<file path="src/rtl/multicycle_cpu.sv">
// Multicycle memory-to-memory CPU: 1-2 word instructions, direct/indirect operands,
// ADD/SUB/MUL/MOV, ready/valid IN and OUT ports, STOP emits its operands then halts.
module multicycle_cpu #(
   parameter int DATA_WIDTH = 16,
   parameter int ADDR_WIDTH = 6,
   parameter int PC_INIT    = 8,
   parameter int SP_INIT    = 63
) (
   input  logic                  clk,
   input  logic                  rst_n,
   input  logic [DATA_WIDTH-1:0] mem,
   output logic [ADDR_WIDTH-1:0] addr,
   output logic                  we,
   output logic [DATA_WIDTH-1:0] data,
   input  logic [DATA_WIDTH-1:0] in,
   input  logic                  in_valid,
   output logic                  in_ready,
   output logic [DATA_WIDTH-1:0] out,
   output logic                  out_valid,
   input  logic                  out_ready,
   output logic [ADDR_WIDTH-1:0] pc,
   output logic [ADDR_WIDTH-1:0] sp,
   output logic                  halted,
   output logic                  err
);

   // Handshakes: a word moves on IN or OUT at a rising edge where valid and ready are both 1;
   // out_valid/out stay stable until accepted, in_ready is high only while waiting in IN.

   typedef enum logic [3:0] {
      FETCH, FETCH_W, CONST, CONST_W, RD_B, RD_B_W, RD_C, RD_C_W,
      RD_PTR, RD_PTR_W, WB, IN_WAIT, OUT_WAIT, STOP_SEQ, HALT
   } state_t;

   localparam logic [3:0] OC_MOV  = 4'h0;
   localparam logic [3:0] OC_ADD  = 4'h1;
   localparam logic [3:0] OC_SUB  = 4'h2;
   localparam logic [3:0] OC_MUL  = 4'h3;
   localparam logic [3:0] OC_IN   = 4'h7;
   localparam logic [3:0] OC_OUT  = 4'h8;
   localparam logic [3:0] OC_STOP = 4'hF;

   state_t                state, state_nx;
   logic [15:0]           ir;
   logic [DATA_WIDTH-1:0] b_val, c_val, result;
   logic [ADDR_WIDTH-1:0] ptr, ptr_a;
   logic                  deref;
   logic [1:0]            sel;
   logic [3:0]            oc, fa, fsel, rd_field;
   logic                  more, emit;
   state_t                to_wb;

   function automatic logic [ADDR_WIDTH-1:0] loc(input logic [3:0] f);
      return ADDR_WIDTH'(f[2:0]);
   endfunction

   function automatic logic legal(input logic [3:0] op);
      return op inside {OC_MOV, OC_ADD, OC_SUB, OC_MUL, OC_IN, OC_OUT, OC_STOP};
   endfunction

   assign sp     = ADDR_WIDTH'(SP_INIT);
   assign halted = (state == HALT);

   always_comb begin
      oc    = ir[15:12];
      fa    = ir[11:8];
      emit  = (oc == OC_OUT) || (oc == OC_STOP);
      to_wb = fa[3] ? RD_PTR : WB;
      case (sel)
         2'd0:    fsel = ir[11:8];
         2'd1:    fsel = ir[7:4];
         default: fsel = ir[3:0];
      endcase
      rd_field = (state == RD_C || state == RD_C_W) ? ir[3:0] : fsel;
      // An indirect field needs a second read through the pointer fetched first.
      more     = rd_field[3] && !deref;
      case (oc)
         OC_ADD:  result = b_val + c_val;
         OC_SUB:  result = b_val - c_val;
         OC_MUL:  result = b_val * c_val;
         default: result = b_val;
      endcase
   end

   always_ff @(posedge clk or negedge rst_n) begin
      if (!rst_n) state <= FETCH;
      else        state <= state_nx;
   end

   always_comb begin
      state_nx = state;
      addr     = pc;
      we       = 1'b0;
      data     = '0;
      in_ready = 1'b0;
      case (state)
         FETCH:   state_nx = FETCH_W;
         FETCH_W: begin
            case (mem[15:12])
               OC_MOV:                         state_nx = (mem[3:0] == 4'b1000) ? CONST : RD_B;
               OC_ADD, OC_SUB, OC_MUL, OC_OUT: state_nx = RD_B;
               OC_IN:                          state_nx = IN_WAIT;
               OC_STOP:                        state_nx = STOP_SEQ;
               default:                        state_nx = HALT;
            endcase
         end
         CONST:   state_nx = CONST_W;
         CONST_W: state_nx = to_wb;
         RD_B: begin
            addr     = deref ? ptr : loc(rd_field);
            state_nx = RD_B_W;
         end
         RD_B_W: begin
            if (more)              state_nx = RD_B;
            else if (emit)         state_nx = OUT_WAIT;
            else if (oc == OC_MOV) state_nx = to_wb;
            else                   state_nx = RD_C;
         end
         RD_C: begin
            addr     = deref ? ptr : loc(rd_field);
            state_nx = RD_C_W;
         end
         RD_C_W:  state_nx = more ? RD_C : to_wb;
         RD_PTR: begin
            addr     = loc(fa);
            state_nx = RD_PTR_W;
         end
         RD_PTR_W: state_nx = WB;
         WB: begin
            we       = 1'b1;
            addr     = fa[3] ? ptr_a : loc(fa);
            data     = result;
            state_nx = FETCH;
         end
         IN_WAIT: begin
            in_ready = 1'b1;
            if (in_valid) state_nx = to_wb;
         end
         OUT_WAIT: begin
            if (out_ready) state_nx = (oc == OC_STOP) ? STOP_SEQ : FETCH;
         end
         STOP_SEQ: begin
            if (sel == 2'd3)       state_nx = HALT;
            else if (fsel != 4'h0) state_nx = RD_B;
         end
         HALT:    state_nx = HALT;
         default: state_nx = HALT;
      endcase
      if (!rst_n) addr = '0;
   end

   always_ff @(posedge clk or negedge rst_n) begin
      if (!rst_n) begin
         pc        <= ADDR_WIDTH'(PC_INIT);
         ir        <= '0;
         b_val     <= '0;
         c_val     <= '0;
         ptr       <= '0;
         ptr_a     <= '0;
         deref     <= 1'b0;
         sel       <= 2'd0;
         out       <= '0;
         out_valid <= 1'b0;
         err       <= 1'b0;
      end else begin
         case (state)
            FETCH_W: begin
               ir    <= mem[15:0];
               pc    <= pc + 1'b1;
               deref <= 1'b0;
               sel   <= (mem[15:12] == OC_OUT || mem[15:12] == OC_STOP) ? 2'd0 : 2'd1;
               err   <= !legal(mem[15:12]);
            end
            CONST_W: begin
               b_val <= mem;
               pc    <= pc + 1'b1;
            end
            RD_B_W: begin
               if (more) begin
                  ptr   <= mem[ADDR_WIDTH-1:0];
                  deref <= 1'b1;
               end else begin
                  b_val <= mem;
                  deref <= 1'b0;
                  if (emit) begin
                     out       <= mem;
                     out_valid <= 1'b1;
                  end
               end
            end
            RD_C_W: begin
               if (more) begin
                  ptr   <= mem[ADDR_WIDTH-1:0];
                  deref <= 1'b1;
               end else begin
                  c_val <= mem;
                  deref <= 1'b0;
               end
            end
            RD_PTR_W: ptr_a <= mem[ADDR_WIDTH-1:0];
            IN_WAIT:  if (in_valid) b_val <= in;
            OUT_WAIT: begin
               if (out_ready) begin
                  out_valid <= 1'b0;
                  sel       <= sel + 2'd1;
               end
            end
            STOP_SEQ: if (sel != 2'd3 && fsel == 4'h0) sel <= sel + 2'd1;
            default: ;
         endcase
      end
   end

endmodule

</file>
<file path="config.mk">
export PLATFORM = sky130hd
export DESIGN_NAME = multicycle_cpu
export DESIGN_NICKNAME = d
export VERILOG_FILES = /design/src/rtl/multicycle_cpu.sv
export SDC_FILE = /design/constraint.sdc
export NUM_CORES = 1
export LEC_CHECK = 0
export BUFFER_PORTS_ARGS = -buffer_cell sky130_fd_sc_hd__buf_2
export CORE_MARGIN = 2
export CORE_UTILIZATION = 56
export DETAILED_ROUTE_END_ITERATION = 7
export GPL_TIMING_DRIVEN = 1
export HOLD_SLACK_MARGIN = 0.15
export PLACE_DENSITY = 0.88
export SLEW_MARGIN = 20
export SYNTH_ARGS = -nofsm -noshare
export SYNTH_HDL_FRONTEND = slang
export SYNTH_SLANG_ARGS = --single-unit
export TNS_END_PERCENT = 5
</file>
<file path="constraint.sdc">
create_clock -name clk -period 5.4 [get_ports clk]
set_input_delay 0.54 -clock clk [delete_from_list [all_inputs] [get_ports clk]]
set_output_delay 0.54 -clock clk [all_outputs]
set_load 0.02 [all_outputs]
</file>
### After elaboration in Yosys (flattened, before gate mapping)

Index checks and enable logic that the tools add are counted.

| storage, ports and cells | value |
|---|---|
| flip-flop bits (word level) | 91 |
| bits of input ports | 36 |
| output and inout port bits | 55 |
| word-level logic and storage cells | 118 |

| cells by class | value |
|---|---|
| add/subtract/negate cells | 4 |
| multipliers | 1 |
| eq/ne operators | 35 |
| mux-type cells | 36 |
| bitwise operators | 1 |
| reductions and logical operators | 29 |

Operator list:

| kind | number |
|---|---|
| 16-bit case mux with 3 select lines | 2 |
| 4-bit case mux with 14 select lines | 1 |
| 4-bit equality test (second input constant) | 12 |
| 16-bit 2-to-1 mux | 3 |
| 4-bit 2-to-1 mux | 10 |
| 4-bit by 2-bit equality test with 1-bit output (second input constant) | 6 |
| 4-bit by 3-bit equality test with 1-bit output (second input constant) | 5 |
| 6-bit 2-to-1 mux | 3 |
| 6-bit case mux with 3 select lines | 1 |
| 16-bit adder | 1 |
| 4-bit zero test | 4 |
| 16-bit by 16-bit multiplier with 16-bit output | 1 |
| 4-bit case mux with 4 select lines | 1 |
| 16-bit subtractor | 1 |
| 4-bit by 1-bit equality test with 1-bit output (second input constant) | 3 |
| 2-bit inequality test (second input constant) | 6 |
| 3-bit AND reduction | 4 |
| 4-bit case mux with 2 select lines | 1 |
| 1-bit 2-to-1 mux | 7 |
| 7-bit nonzero test | 1 |
| 6-bit by 1-bit adder with 6-bit output (second input constant) | 1 |
| 2-bit 2-to-1 mux | 3 |
| 2-bit case mux with 3 select lines | 1 |
| 3-bit nonzero test | 2 |
| 17 further kinds | 26 |

### Depth between registers and ports, before layout

| depth | value |
|---|---|
| word-level depth | 6 |
| gate-level depth with buffers | 21 |
| depth with buffers taken out | 20 |

### Worst setup path before layout

Ideal clock, no wire load.

| timing | value |
|---|---|
| path kind | reg-to-output |
| start point | register c_val[2] |
| end point | output port data[14] |
| arrival | 5,384 ps |
| data required time | 4,860 ps |
| setup slack | -524 ps |
| cell stages (with the launch flop) | 19 |
| buffers on the path | 2 |
| cells stage by stage | dfrtp_1 -> clkbuf_1 -> clkbuf_1 -> nand2_1 -> fa_1 -> fa_1 -> fa_1 -> fa_1 -> inv_1 -> fa_1 -> inv_1 -> fa_1 -> inv_1 -> ha_1 -> and3_1 -> a211oi_2 -> o2bb2ai_1 -> mux2i_1 -> o31a_1 |

| between the ends | value |
|---|---|
| word-level cells in the longest chain between the ends | 3 |
| elaborated cells on any way between the ends | 5 |
| those cells by class | add/sub (2); mul (1); mux (2) |

RTL lines:

| element | line | source |
|---|---|---|
| from (decl) | 45 | `logic [DATA_WIDTH-1:0] b_val, c_val, result;` |
| from (signal assigned) | 196 | `c_val <= mem;` |
| 16-bit by 16-bit multiplier with 16-bit output (tied with other cells) | 80 | `OC_MUL: result = b_val * c_val;` |
| 16-bit case mux with 3 select lines * | 77 | `case (oc)` |
| 16-bit 2-to-1 mux * | 96 | `case (state)` |
| to (decl) | 14 | `output logic [DATA_WIDTH-1:0] data,` |

Mark *: on every way between the ends. The rest lies on a longest branch, timed or not.

### Worst setup path after layout

| timing | value |
|---|---|
| start point | register b_val[7] |
| end point | output port data[12] |

| between the ends | value |
|---|---|
| word-level cells in the longest chain between the ends | 3 |
| elaborated cells on any way between the ends | 5 |
| those cells by class | add/sub (2); mul (1); mux (2) |

RTL lines:

| element | line | source |
|---|---|---|
| from (decl) | 45 |  |
| from (signal assigned) | 175 | `b_val <= mem;` |
| from (signal assigned) | 183 | `b_val <= mem;` |
| from (signal assigned) | 201 | `IN_WAIT: if (in_valid) b_val <= in;` |
| 16-bit by 16-bit multiplier with 16-bit output (tied with other cells) | 80 |  |
| 16-bit case mux with 3 select lines * | 77 |  |
| 16-bit 2-to-1 mux * | 96 |  |

Marked as above.

==> load_flow_metrics.sql <==
INSERT INTO impl_metrics (metric_group, metric, value, unit) VALUES
('critical_path', 'timing.critical_path.fanout_max', '7', ''),
('clock_network', 'clockRootBuffer', 'sky130_fd_sc_hd__clkbuf_16', ''),
('critical_path', 'crit_chain', 'and2_4, fa_1, inv_2, fa_1, fa_2, fa_1, inv_2, fa_1, inv_2, fa_1, inv_2, ha_4, and3_4, a211oi_4, buf_4, xnor2_1, nand2_1, a21oi_2, buf_6', ''),
('critical_path', 'worstSetupEndpointType', 'primary output', ''),
('critical_path', 'critical_path_arrival', '5580', 'ps'),
('placement', 'place.port_buffers', '84', ''),
('run', 'timing.max_cap.violations', '0', ''),
('timing', 'timing_hold_violations_final', '0', ''),
('timing', 'worst_slew_pin_slew', '911', 'ps'),
('floorplanning', 'fp-row-count', '48', ''),
('grt', 'number_of_antenna_violations_at_the_first_check_in_global_routing', '0', ''),
('timing', 'layout_worst_path_cycle_share', '1.13', ''),
('critical_path', 'setup.reg_to_reg.worst_slack', '2030', 'ps'),
('placement', 'gp_congestion', '1.00', ''),
('clock_network', 'clk_pin_slew', '70', 'ps'),
('route', 'drc', '0', ''),
('yosys', 'synth_top_area_cell', 'sky130_fd_sc_hd__dfrtp_1', ''),
('route', 'drt_iter0_markers', '853', ''),
('layout', 'number_of_nets_at_the_end_of_the_flow', '1425', ''),
('yosys', 'ys_warn_count', '0', ''),
('placement', 'post-dp-hpwl', '21400', 'µm'),
('timing', 'slew_headroom', '0.393', ''),
('route', 'post_drt_via_cell_ratio', '6.02', ''),
('timing', 'max_clock_freq', '0.164', 'GHz'),
('status', 'violations', 'negative setup slack', ''),
('critical_path', 'critPathSlowestCell', 'sky130_fd_sc_hd__fa_1', ''),
('timing', 'rsz0062_at_grt', 'true', ''),
('clock_network', 'clock-sinks', '91', ''),
('yosys', 'avgSynthCellArea', '8.92', 'µm²'),
('status', 'outcome', 'finished with violations', ''),
('timing', 'finalWorstSetupSlack', '-716', 'ps'),
('critical_path', 'timing.critical_path.buf_inv', '6', ''),
('yosys', 'synth_seq_area_share', '0.232', ''),
('clock_network', 'tritoncts_clock_tree', 'built', ''),
('clock_network', 'clock_path_buffers', '2', ''),
('timing', 'maxSlewViolCount', '0', ''),
('critical_path', 'critical_path.reg2reg.startpoint', 'state[2]', ''),
('yosys', 'number_of_distinct_library_cells_after_synthesis', '71', ''),
('timing', 'final_period_demand_of_the_worst_path', '6120', 'ps'),
('timing', 'clock_skew', '7.22', 'ps'),
('critical_path', 'crit_path_max_incr_delay', '540', 'ps'),
('yosys', 'post-synth-top-count-cell', 'sky130_fd_sc_hd__nand2_1', ''),
('route', 'vias', '8833', ''),
('yosys', 'synth_enable_flop_cells', '0', ''),
('critical_path', 'crit_family', 'adder cells', ''),
('clock_network', 'htree_num_levels', '3', ''),
('layout', 'areaGrowthSynthToFinish', '18.9', '%'),
('critical_path', 'worst_setup_path_startpoint', 'b_val[7]', ''),
('clock_network', 'clock_insertion_delay_worst_skew', '340', 'ps'),
('worst_hold_path', 'hold_path.startpoint', 'out_ready', ''),
('timing', 'finalSetupViolCount', '9', ''),
('yosys', 'ys_dominant_reg_cell', 'sky130_fd_sc_hd__dfrtp_1', ''),
('yosys', 'synth-async-reset-ratio', '1.00', ''),
('floorplanning', 'die_height', '136', 'µm'),
('critical_path', 'crit_path_required_time', '4860', 'ps'),
('critical_path', 'crit_path_frequent_cell', 'sky130_fd_sc_hd__fa_1', ''),
('clock_network', 'cts_inserted_buffers', '9', ''),
('route', 'drt-pass1-iter-count', '5', ''),
('floorplanning', 'fp.coreArea', '0.0172', 'mm²'),
('timing', 'hold_ws', '410', 'ps'),
('grt', 'largest_net_degree_at_the_start_of_global_routing', '72', ''),
('critical_path', 'startpoint_type', 'flip-flop', ''),
('floorplanning', 'initial_utilization', '0.570', ''),
('grt', 'grt_usage', '0.316', ''),
('worst_hold_path', 'min-delay-path-class', 'input pin to flip-flop', ''),
('yosys', 'netlist_area', '0.00982', 'mm²'),
('critical_path', 'setup_cp_type', 'flip-flop to primary output', ''),
('grt', 'grt_pass1_wl', '45900', 'µm'),
('route', 'wl_per_cell', '19.9', 'µm'),
('floorplanning', 'io-pin-count', '91', ''),
('floorplanning', 'floorplan.die.width', '136', 'µm');
==> routing by layer <==
layer / global-route usage / share of wire
met2: 0.527 / 0.47
met4: 0.135 / 0.057
met5: 0 / 0
met3: 0.0481 / 0.090
met1: 0.409 / 0.38
==> what timing repair did <==
item | in CTS | in global routing
endpoints found under the hold margin | 22 | 0
setup buffers | 6 | 12
gates resized for setup | 30 | 48
setup endpoints to repair | 9 | 9
hold buffers | 1 | 0
pin swaps | 8 | 32
==> worst paths after layout <==
path / to / cells past startpoint
max in group asynchronous: b_val[8] / 3
min in group asynchronous: pc[4] / 2
min: out_valid / 2
min reg2reg: out[4] / 1
max reg2reg: out[6] / 7
max: data[12] / 19
==> layout by cell type, fill, tap and decap left out, drive strengths merged, types with 16 or more instances in the layout <==
cell type,netlist,layout
mux2i,21,21
nor3,23,23
inv,126,129
and2,67,67
nor2,52,52
xnor2,50,50
mux2,62,62
ha,70,70
buf,16,188
nand3,16,16
dfrtp,90,90
a21oi,36,36
fa,81,81
xor2,16,16
nand2,149,149
o21ai,49,49
==> through the flow <==
step	instance area (µm²)	setup TNS [ps]	setup WS, ps	instances	util
6_report	11700	-4370	-716	1468	0.678
5_1_grt	11700	-6150	-887	1468	0.678
4_1_cts	11400	-3900	-651	1456	0.662
3_5_place_dp	11000	-1690	-436	1433	0.635
3_3_place_gp	11000	-1210	-338	1433	0.635
2_1_floorplan	9940	-495	-114	1106	-
==> state kept, by name, summed over array words and instances, names as in the netlist, 2 cells and up <==
| signal | flops |
|---|---|
| ir | 16 |
| out | 16 |
| ptr_a | 6 |
| c_val | 16 |
| pc | 6 |
| b_val | 16 |
| state | 4 |
| sel | 2 |
| ptr | 6 |
==> logic make-up after synthesis <==
| family | count (synthesis) | synth area share |
|---|---|---|
| xor+xnor | 67 | 0.0619 |
| buf+inv | 197 | 0.0800 |
| mux | 83 | 0.0928 |
| other cells | 1 | 0.000382 |
| flops | 91 | 0.232 |
| simple gates | 352 | 0.171 |
| compound gates | 159 | 0.107 |
| fa+ha+maj | 151 | 0.254 |
==> layout make-up <==
| cell class | count | area (µm²) |
|---|---|---|
| Multi-Input combinational cell | 818 | 7020 |
| Clock buffer | 10 | 239 |
| Fill cell | 1223 | 5560 |
| Sequential cell | 91 | 2300 |
| Inverter | 128 | 480 |
| Timing Repair Buffer | 190 | 1270 |
| Tap cell | 225 | 282 |
| Clock inverter | 6 | 93.8 |
==> worst register-to-register path, cell delays in order, from the launching register on <==
cell and delay [ps]:
sky130_fd_sc_hd__dfrtp_1 820, sky130_fd_sc_hd__nor2b_1 560, sky130_fd_sc_hd__nand2_1 170, sky130_fd_sc_hd__nor2_1 180, sky130_fd_sc_hd__a211oi_2 100, sky130_fd_sc_hd__nor2_1 210
sky130_fd_sc_hd__o2111a_1 780, sky130_fd_sc_hd__mux2_1 420
Power is not shown: default switching activity piles up to over one toggle a cycle in this logic, so the estimate is an artifact.
